===== config.mk =====
export PLATFORM = sky130hd
export DESIGN_NAME = gf64_pow_sbox_engine_flat
export DESIGN_NICKNAME = d
export VERILOG_FILES = /design/src/rtl/gf64_pow_sbox_engine_if.sv /design/src/rtl/gf64_pow_sbox_engine.sv /design/src/flat_wrapper.sv
export SDC_FILE = /design/constraint.sdc
export NUM_CORES = 1
export LEC_CHECK = 0
export ABC_AREA = 1
export BUFFER_PORTS_ARGS = -buffer_cell sky130_fd_sc_hd__buf_2
export CORE_AREA = 2 2 68 86
export CTS_BUF_LIST = sky130_fd_sc_hd__clkbuf_16
export CTS_CLUSTER_SIZE = 30
export DETAILED_ROUTE_END_ITERATION = 6
export DIE_AREA = 0 0 70 88
export GPL_ROUTABILITY_DRIVEN = 0
export GPL_TIMING_DRIVEN = 0
export SYNTH_ARGS = -nofsm -noshare
export SYNTH_HDL_FRONTEND = slang
export SYNTH_SLANG_ARGS = --single-unit

===== constraint.sdc =====
create_clock -name clk -period 1.7 [get_ports clk]
set_clock_uncertainty 0.05 [all_clocks]
set_input_delay 0.17 -clock clk [delete_from_list [all_inputs] [get_ports clk]]
set_output_delay 0.17 -clock clk [all_outputs]
set_load 0.03 [all_outputs]

===== src/rtl/gf64_pow_sbox_engine_if.sv =====
// Request/result bus of the GF(2^6) power-map S-box engine.
// Handshakes: a transfer happens on a rising edge where valid & ready are both high; valid never waits on ready.
interface gf64_pow_sbox_engine_if #(
    parameter int LANES = 1
);
    logic                 in_valid;
    logic                 in_ready;
    logic [6*LANES-1:0]   x;
    logic [5:0]           e;
    logic                 out_valid;
    logic                 out_ready;
    logic [6*LANES-1:0]   y;

    modport master (
        output in_valid, x, e, out_ready,
        input  in_ready, out_valid, y
    );

    modport slave (
        input  in_valid, x, e, out_ready,
        output in_ready, out_valid, y
    );
endinterface


===== src/rtl/gf64_pow_sbox_engine.sv =====
// Runtime-exponent GF(2^6) power map (poly z^6+z+1) with output affine parity, MSB-first square-multiply.
// One square and one optional multiply per cycle; six iterations per request.
module gf64_pow_sbox_engine #(
    parameter int         LANES = 1,
    parameter logic [5:0] TMASK = 6'b010100
) (
    input  logic                  clk,
    input  logic                  rst_n,
    gf64_pow_sbox_engine_if.slave bus,
    output logic [1:0]            o_dbg_state
);
    localparam logic [1:0] S_IDLE = 2'd0;
    localparam logic [1:0] S_RUN  = 2'd1;
    localparam logic [1:0] S_DONE = 2'd2;

    logic [1:0]           r_state;
    logic [2:0]           r_cnt;
    logic [5:0]           r_exp;
    logic [6*LANES-1:0]   r_base;
    logic [6*LANES-1:0]   r_acc;
    logic [6*LANES-1:0]   w_acc_next;
    logic [6*LANES-1:0]   w_y;
    logic                 w_bit;

    function automatic logic [5:0] gf_mul(input logic [5:0] a, input logic [5:0] b);
        logic [10:0] p;
        p = '0;
        for (int i = 0; i < 6; i++) begin
            if (b[i]) p = p ^ ({5'b0, a} << i);
        end
        // Fold high terms down with z^6 = z + 1, top bit first.
        for (int k = 10; k >= 6; k--) begin
            if (p[k]) p = p ^ (11'b000_0100_0011 << (k - 6));
        end
        return p[5:0];
    endfunction

    assign w_bit = r_exp[3'd5 - r_cnt];

    for (genvar g = 0; g < LANES; g++) begin : g_lane
        logic [5:0] w_sq;
        logic       w_t;
        assign w_sq                = gf_mul(r_acc[6*g +: 6], r_acc[6*g +: 6]);
        assign w_acc_next[6*g +: 6] = w_bit ? gf_mul(w_sq, r_base[6*g +: 6]) : w_sq;
        assign w_t                 = ^(r_base[6*g +: 6] & TMASK);
        assign w_y[6*g +: 6]        = r_acc[6*g +: 6] ^ {6{w_t}};
    end

    always_ff @(posedge clk or negedge rst_n) begin
        if (!rst_n) begin
            r_state <= S_IDLE;
            r_cnt   <= '0;
            r_exp   <= '0;
            r_base  <= '0;
            r_acc   <= '0;
        end else begin
            case (r_state)
                S_IDLE: begin
                    if (bus.in_valid) begin
                        r_base  <= bus.x;
                        r_exp   <= bus.e;
                        r_acc   <= {LANES{6'h01}};
                        r_cnt   <= '0;
                        r_state <= S_RUN;
                    end
                end
                S_RUN: begin
                    r_acc <= w_acc_next;
                    r_cnt <= r_cnt + 3'd1;
                    if (r_cnt == 3'd5) r_state <= S_DONE;
                end
                S_DONE: begin
                    if (bus.out_ready) r_state <= S_IDLE;
                end
                default: r_state <= S_IDLE;
            endcase
        end
    end

    // y is gated by state only, so it never follows x, e or out_ready combinationally.
    assign bus.in_ready  = rst_n & (r_state == S_IDLE);
    assign bus.out_valid = (r_state == S_DONE);
    assign bus.y         = (r_state == S_DONE) ? w_y : '0;
    assign o_dbg_state   = r_state;
endmodule


===== src/flat_wrapper.sv =====
// flat-port wrapper written by rule: the top's interface ports become plain ports
module gf64_pow_sbox_engine_flat 
#(
    parameter int         LANES = 1,
    parameter logic [5:0] TMASK = 6'b010100
)
  (clk, rst_n, o_dbg_state, bus_in_valid, bus_x, bus_e, bus_out_ready, bus_in_ready, bus_out_valid, bus_y);
  gf64_pow_sbox_engine_if #(.LANES(LANES)) bus_i ();
  input  logic clk;
  input  logic rst_n;
  output logic [1:0] o_dbg_state;
  input wire logic [$bits(bus_i.in_valid)-1:0] bus_in_valid;
  input wire logic [$bits(bus_i.x)-1:0] bus_x;
  input wire logic [$bits(bus_i.e)-1:0] bus_e;
  input wire logic [$bits(bus_i.out_ready)-1:0] bus_out_ready;
  output wire logic [$bits(bus_i.in_ready)-1:0] bus_in_ready;
  output wire logic [$bits(bus_i.out_valid)-1:0] bus_out_valid;
  output wire logic [$bits(bus_i.y)-1:0] bus_y;
  assign bus_i.in_valid = bus_in_valid;
  assign bus_i.x = bus_x;
  assign bus_i.e = bus_e;
  assign bus_i.out_ready = bus_out_ready;
  assign bus_in_ready = bus_i.in_ready;
  assign bus_out_valid = bus_i.out_valid;
  assign bus_y = bus_i.y;
  gf64_pow_sbox_engine #(.LANES(LANES), .TMASK(TMASK)) u_core (.clk(clk), .rst_n(rst_n), .bus(bus_i), .o_dbg_state(o_dbg_state));
endmodule

# Yosys cells after proc, flatten, opt, wreduce, memory -nomap -nowiden
# Cells that the tools add are included.
# totals
reg_bits,23
inputBits,16
output_inout_bits,10
elab_cells,76
# op_classes
add_sub_neg,2
magnitude_cmp,1
eq_ne,6
n_mux,34
bitwise_logic,22
reduce_logical,6
# op_table
operator,count
$mux W11,10
$mux W6,7
$xor A11 B10 Y11,2
$xor A11 B11 Y11,2
$xor A11 B8 Y11,2
$xor A11 B9 Y11,2
$not A2 Y2,10
$pmux W6 S2,1
$xor A11 B7 Y11,1
$mux W2,5
$mux W5,2
$mux W3,3
$mux W4,2
$xor A6 B7 Y7,1
$pmux W2 S3,1
$pmux W3 S2,1
$reduce_xor A6 Y1,1
$xor A6 B6 Y6,1
$lt A3 B4 Y1 const B,1
$ne A2 B2 Y1 const B,2
$reduce_and A2 Y1,2
$add A3 B1 Y3 const B,1
$bmux W1 S3,1
$eq A3 B3 Y1 const B,1
other kinds (9),9

# Longest topological paths before layout
# depth
ltp_word,44
depth_mapped,14
ltp_nobuf,14

# Worst setup path before layout
# OpenSTA, ideal clock, no wires.
# synth_path
kind,reg-to-output
from,"reg u_core.r_state[1], in the netlist u_core.o_dbg_state[1]"
to,out bus_y[0]
arrival_time_ns,1.907
path_slack_ns,-0.427
stages_incl_launch_ff,5
cell_sequence,dfrtp_1 inv_1 nor2_1 o21ai_0 a21oi_1
# synth_between
elab_chain_len,2
# synth_lines
element,line,source
start: declaration,gf64_pow_sbox_engine.sv:16,logic [1:0] r_state;
start signal: assignment,gf64_pow_sbox_engine.sv:51,r_state <= S_IDLE;
start signal: assignment,gf64_pow_sbox_engine.sv:64,r_state <= S_RUN;
start signal: assignment,gf64_pow_sbox_engine.sv:70,if (r_cnt == 3'd5) r_state <= S_DONE;
$eq A2 B2 Y1,--,
named net bus_out_valid,flat_wrapper.sv:17,output wire logic [$bits(bus_i.out_valid)-1:0] bus_out_valid;
$mux W6,gf64_pow_sbox_engine.sv:83,assign bus.y = (r_state == S_DONE) ? w_y : '0;
end: declaration,flat_wrapper.sv:18,output wire logic [$bits(bus_i.y)-1:0] bus_y;
# The timed path passes the listed nets, and every way through them passes these cells.

# Worst setup path after layout
# layout_path
from,reg u_core.r_base[4]
to,out bus_y[2]
# layout_between
elab_chain_len,3
# layout_lines
element,line,source
start: declaration,gf64_pow_sbox_engine.sv:19,logic [6*LANES-1:0] r_base;
start signal: assignment,gf64_pow_sbox_engine.sv:60,r_base <= bus.x;
$reduce_xor A6 Y1,gf64_pow_sbox_engine.sv:45,assign w_t = ^(r_base[6*g +: 6] & TMASK);
$xor A6 B6 Y6,gf64_pow_sbox_engine.sv:46,assign w_y[6*g +: 6] = r_acc[6*g +: 6] ^ {6{w_t}};
$mux W6,gf64_pow_sbox_engine.sv:83,
# No other way between the ends.

==> metrics.txt <==
Post-Route Setup TNS -0.01605 ns; Worst-Margin Slew 1.025 ns; total grt overflow 0; Syn Nets 321; grt met1 use 19.75%; Diodes inserted 0; Hold WS 0.02904 ns; vias in the first global route 1,697; DP HPWL 3644 um; Die Wd 70 um; GR Util met2 30.56%; drt drc 0; H-Tree Level Count 1; total of max-cap violations 0; Design Area, Final 0.002626 mm^2; final WL 4985 um; violated checks negative setup slack; Post-synth EDFFs 0; final critical-path required period 1.712 ns; first-pass GRT wire length 7976 um; GR Util met3 1.151%; DR iter-0 viols 35; Num Clock Sinks 23; Via Count 1,921; synth warn 0; Placed Cells 392; clock buffer count from CTS 3; Slew HR 31.66%; first-pass detailed-route iteration total 4; layout cells sized above 1 33.53%; IO Port Bufs 25; final layout net count 365; post-route ant nets 0; CP endpoint kind primary output; DR vias/cell 4.685; Setup Viol. Count Final 2; fillers 558; post-synth cell types 36; total track usage 16.15%; setup ws final -0.01222 ns; Seq/Total Area, Yosys 28.68%; Yosys reg bits 23; Area growth, synth to finish 30.86%; crit start category flip-flop; initial core utilization 37.65%; status finished, violations left; WS Path Type flip-flop to primary output; drt wl/cell 12.16 um; CTS tree done; Synth Area per Inst 6.624 um^2; reg-to-reg setup timing slack 0.05 ns; placed instance area 0.002243 mm^2; GR peak layer met2; Crit path arrival time 1.49 ns; Post-Syn Instances 303; Netlist Area Pre-Place 0.002007 mm^2; largest net degree at the start of global routing 24; WP data required 1.48 ns; Async S/R FF share, synth 100.0%; core area 0.005330 mm^2; clock buffer depth 2; Layout Cells excl Fill 410; endpoints failing hold 0; antenna violations before repair 0; f_max 584.0 MHz; clock-pin slew on the worst setup and hold paths 0.06 ns; worst skew pair latency 0.25 ns; worst hold-check path type input port to flip-flop; std cell rows 30; Max Fanout on Critical Path 6; RSZ-0062 raised after global routing true; commonest non-fill, non-tap cell in the layout nand2_1; Die Ht 88 um; most common flop cell mapped by yosys dfrtp_1; IO Pins 26; commonest non-fill, non-tap cells in the layout 100 x nand2_1, 37 x inv_1, 21 x buf_2, 20 x nand3_1, 20 x dfrtp_1; CTS root buffer clkbuf_16; Die ar. 0.006160 mm^2; Slew Viols, Final 0; period utilisation layout 100.7%
## through the flow
stage	setup WS, ns	util (%)
after floorplan	0.07672	-
after global placement	-0.06906	42.09
after detailed placement	-0.08979	42.09
after CTS	-0.01887	45.82
after global routing	-0.08237	49.27
final	-0.01222	49.27
## Yosys cell counts (2+ instances only)
| master | n | area (um^2) |
|---|---|---|
| nand2_4 | 5 | 56.30 |
| buf_2 | 4 | 20.02 |
| nand3_2 | 2 | 20.02 |
| nand3_1 | 20 | 100.1 |
| nand3b_1 | 2 | 15.01 |
| xor2_1 | 9 | 78.83 |
| ha_1 | 2 | 25.02 |
| nand2_1 | 106 | 397.9 |
| nor2_4 | 2 | 22.52 |
| inv_2 | 5 | 18.77 |
| xnor2_2 | 3 | 48.80 |
| buf_6 | 2 | 22.52 |
| o21ai_0 | 21 | 105.1 |
| nand4_1 | 2 | 12.51 |
| inv_1 | 40 | 150.1 |
| nand2_2 | 11 | 68.82 |
| xnor2_1 | 5 | 43.79 |
| nor2_1 | 13 | 48.80 |
| dfrtp_1 | 23 | 575.6 |
| a21oi_1 | 7 | 35.03 |
| nor2_2 | 4 | 25.02 |
## kinds of logic after synthesis
group                      Yosys count  share of synthesized area, %
DFF                                 23                         28.68
AOI/OAI and AO/OA                   37                         10.60
xor gates and xnor gates            18                         9.352
adders and majority gates            2                         1.247
buffers and inverters               55                         11.53
and+or+nand+nor                    168                         38.59
## per-layer routing
| layer | vias to the layer above | share of wire (%) |
|---|---|---|
| li1 | 1013 | - |
| met1 | 879 | 42 |
| met2 | 22 | 54 |
| met3 | 7 | 2.4 |
| met4 | 0 | 1.8 |
| met5 | - | 0 |
## repair_timing
| action | in CTS | in global routing |
|---|---|---|
| endpoints found under the setup margin | 7 | 23 |
| gates resized for setup | 22 | 38 |
| endpoints found under the hold margin | 23 | 0 |
| pin swaps | 3 | 9 |
| hold buffers | 1 | 0 |
| buffers inserted | 3 | 7 |
| cloned | 1 | 2 |
## cell type report
type | count | area (um^2) | share of cell area (%)
timing repair buffer | 39 | 269.0 | 10.24
clock buffer | 3 | 75.07 | 2.859
buffer | 8 | 80.08 | 3.049
multi-input combinational | 225 | 1354 | 51.55
inverter | 47 | 183.9 | 7.003
tap | 64 | 80.08 | 3.049
sequential | 23 | 579.3 | 22.06
clock inverter | 1 | 5.005 | 0.1906
## worst paths after layout
check,start,endpoint,cells after the start
max in group asynchronous,rst_n,u_core.r_acc[5]$_DFFE_PN0P_,2
hold reg to reg,u_core.r_cnt[2]$_DFFE_PN0P_,u_core.r_cnt[2]$_DFFE_PN0P_,1
setup / recovery,u_core.r_base[4]$_DFFE_PN0P_,bus_y[2],6
setup reg to reg,u_core.r_acc[3]$_DFFE_PN0P_,u_core.r_acc[4]$_DFFE_PN0P_,14
hold / removal,bus_out_ready,u_core.o_dbg_state[1]$_DFFE_PN0P_,2
min in group asynchronous,rst_n,u_core.r_base[4]$_DFFE_PN0P_,2
## sequential cells by signal, summed over array words and instances (netlist names)
register	cells
u_core.r_base	6
u_core.r_exp	6
u_core.r_cnt	3
u_core.r_acc	6
u_core.o_dbg_state	2
## critical path, cell delays in order (launching register included)
cell,delay (ns)
dfrtp_1,0.37
buf_6,0.14
xnor2_4,0.16
clkbuf_8,0.16
buf_4,0.13
a21oi_4,0.14
buf_6,0.14
Power is not shown: default switching activity piles up to over one toggle a cycle in this logic, so the estimate is an artifact.
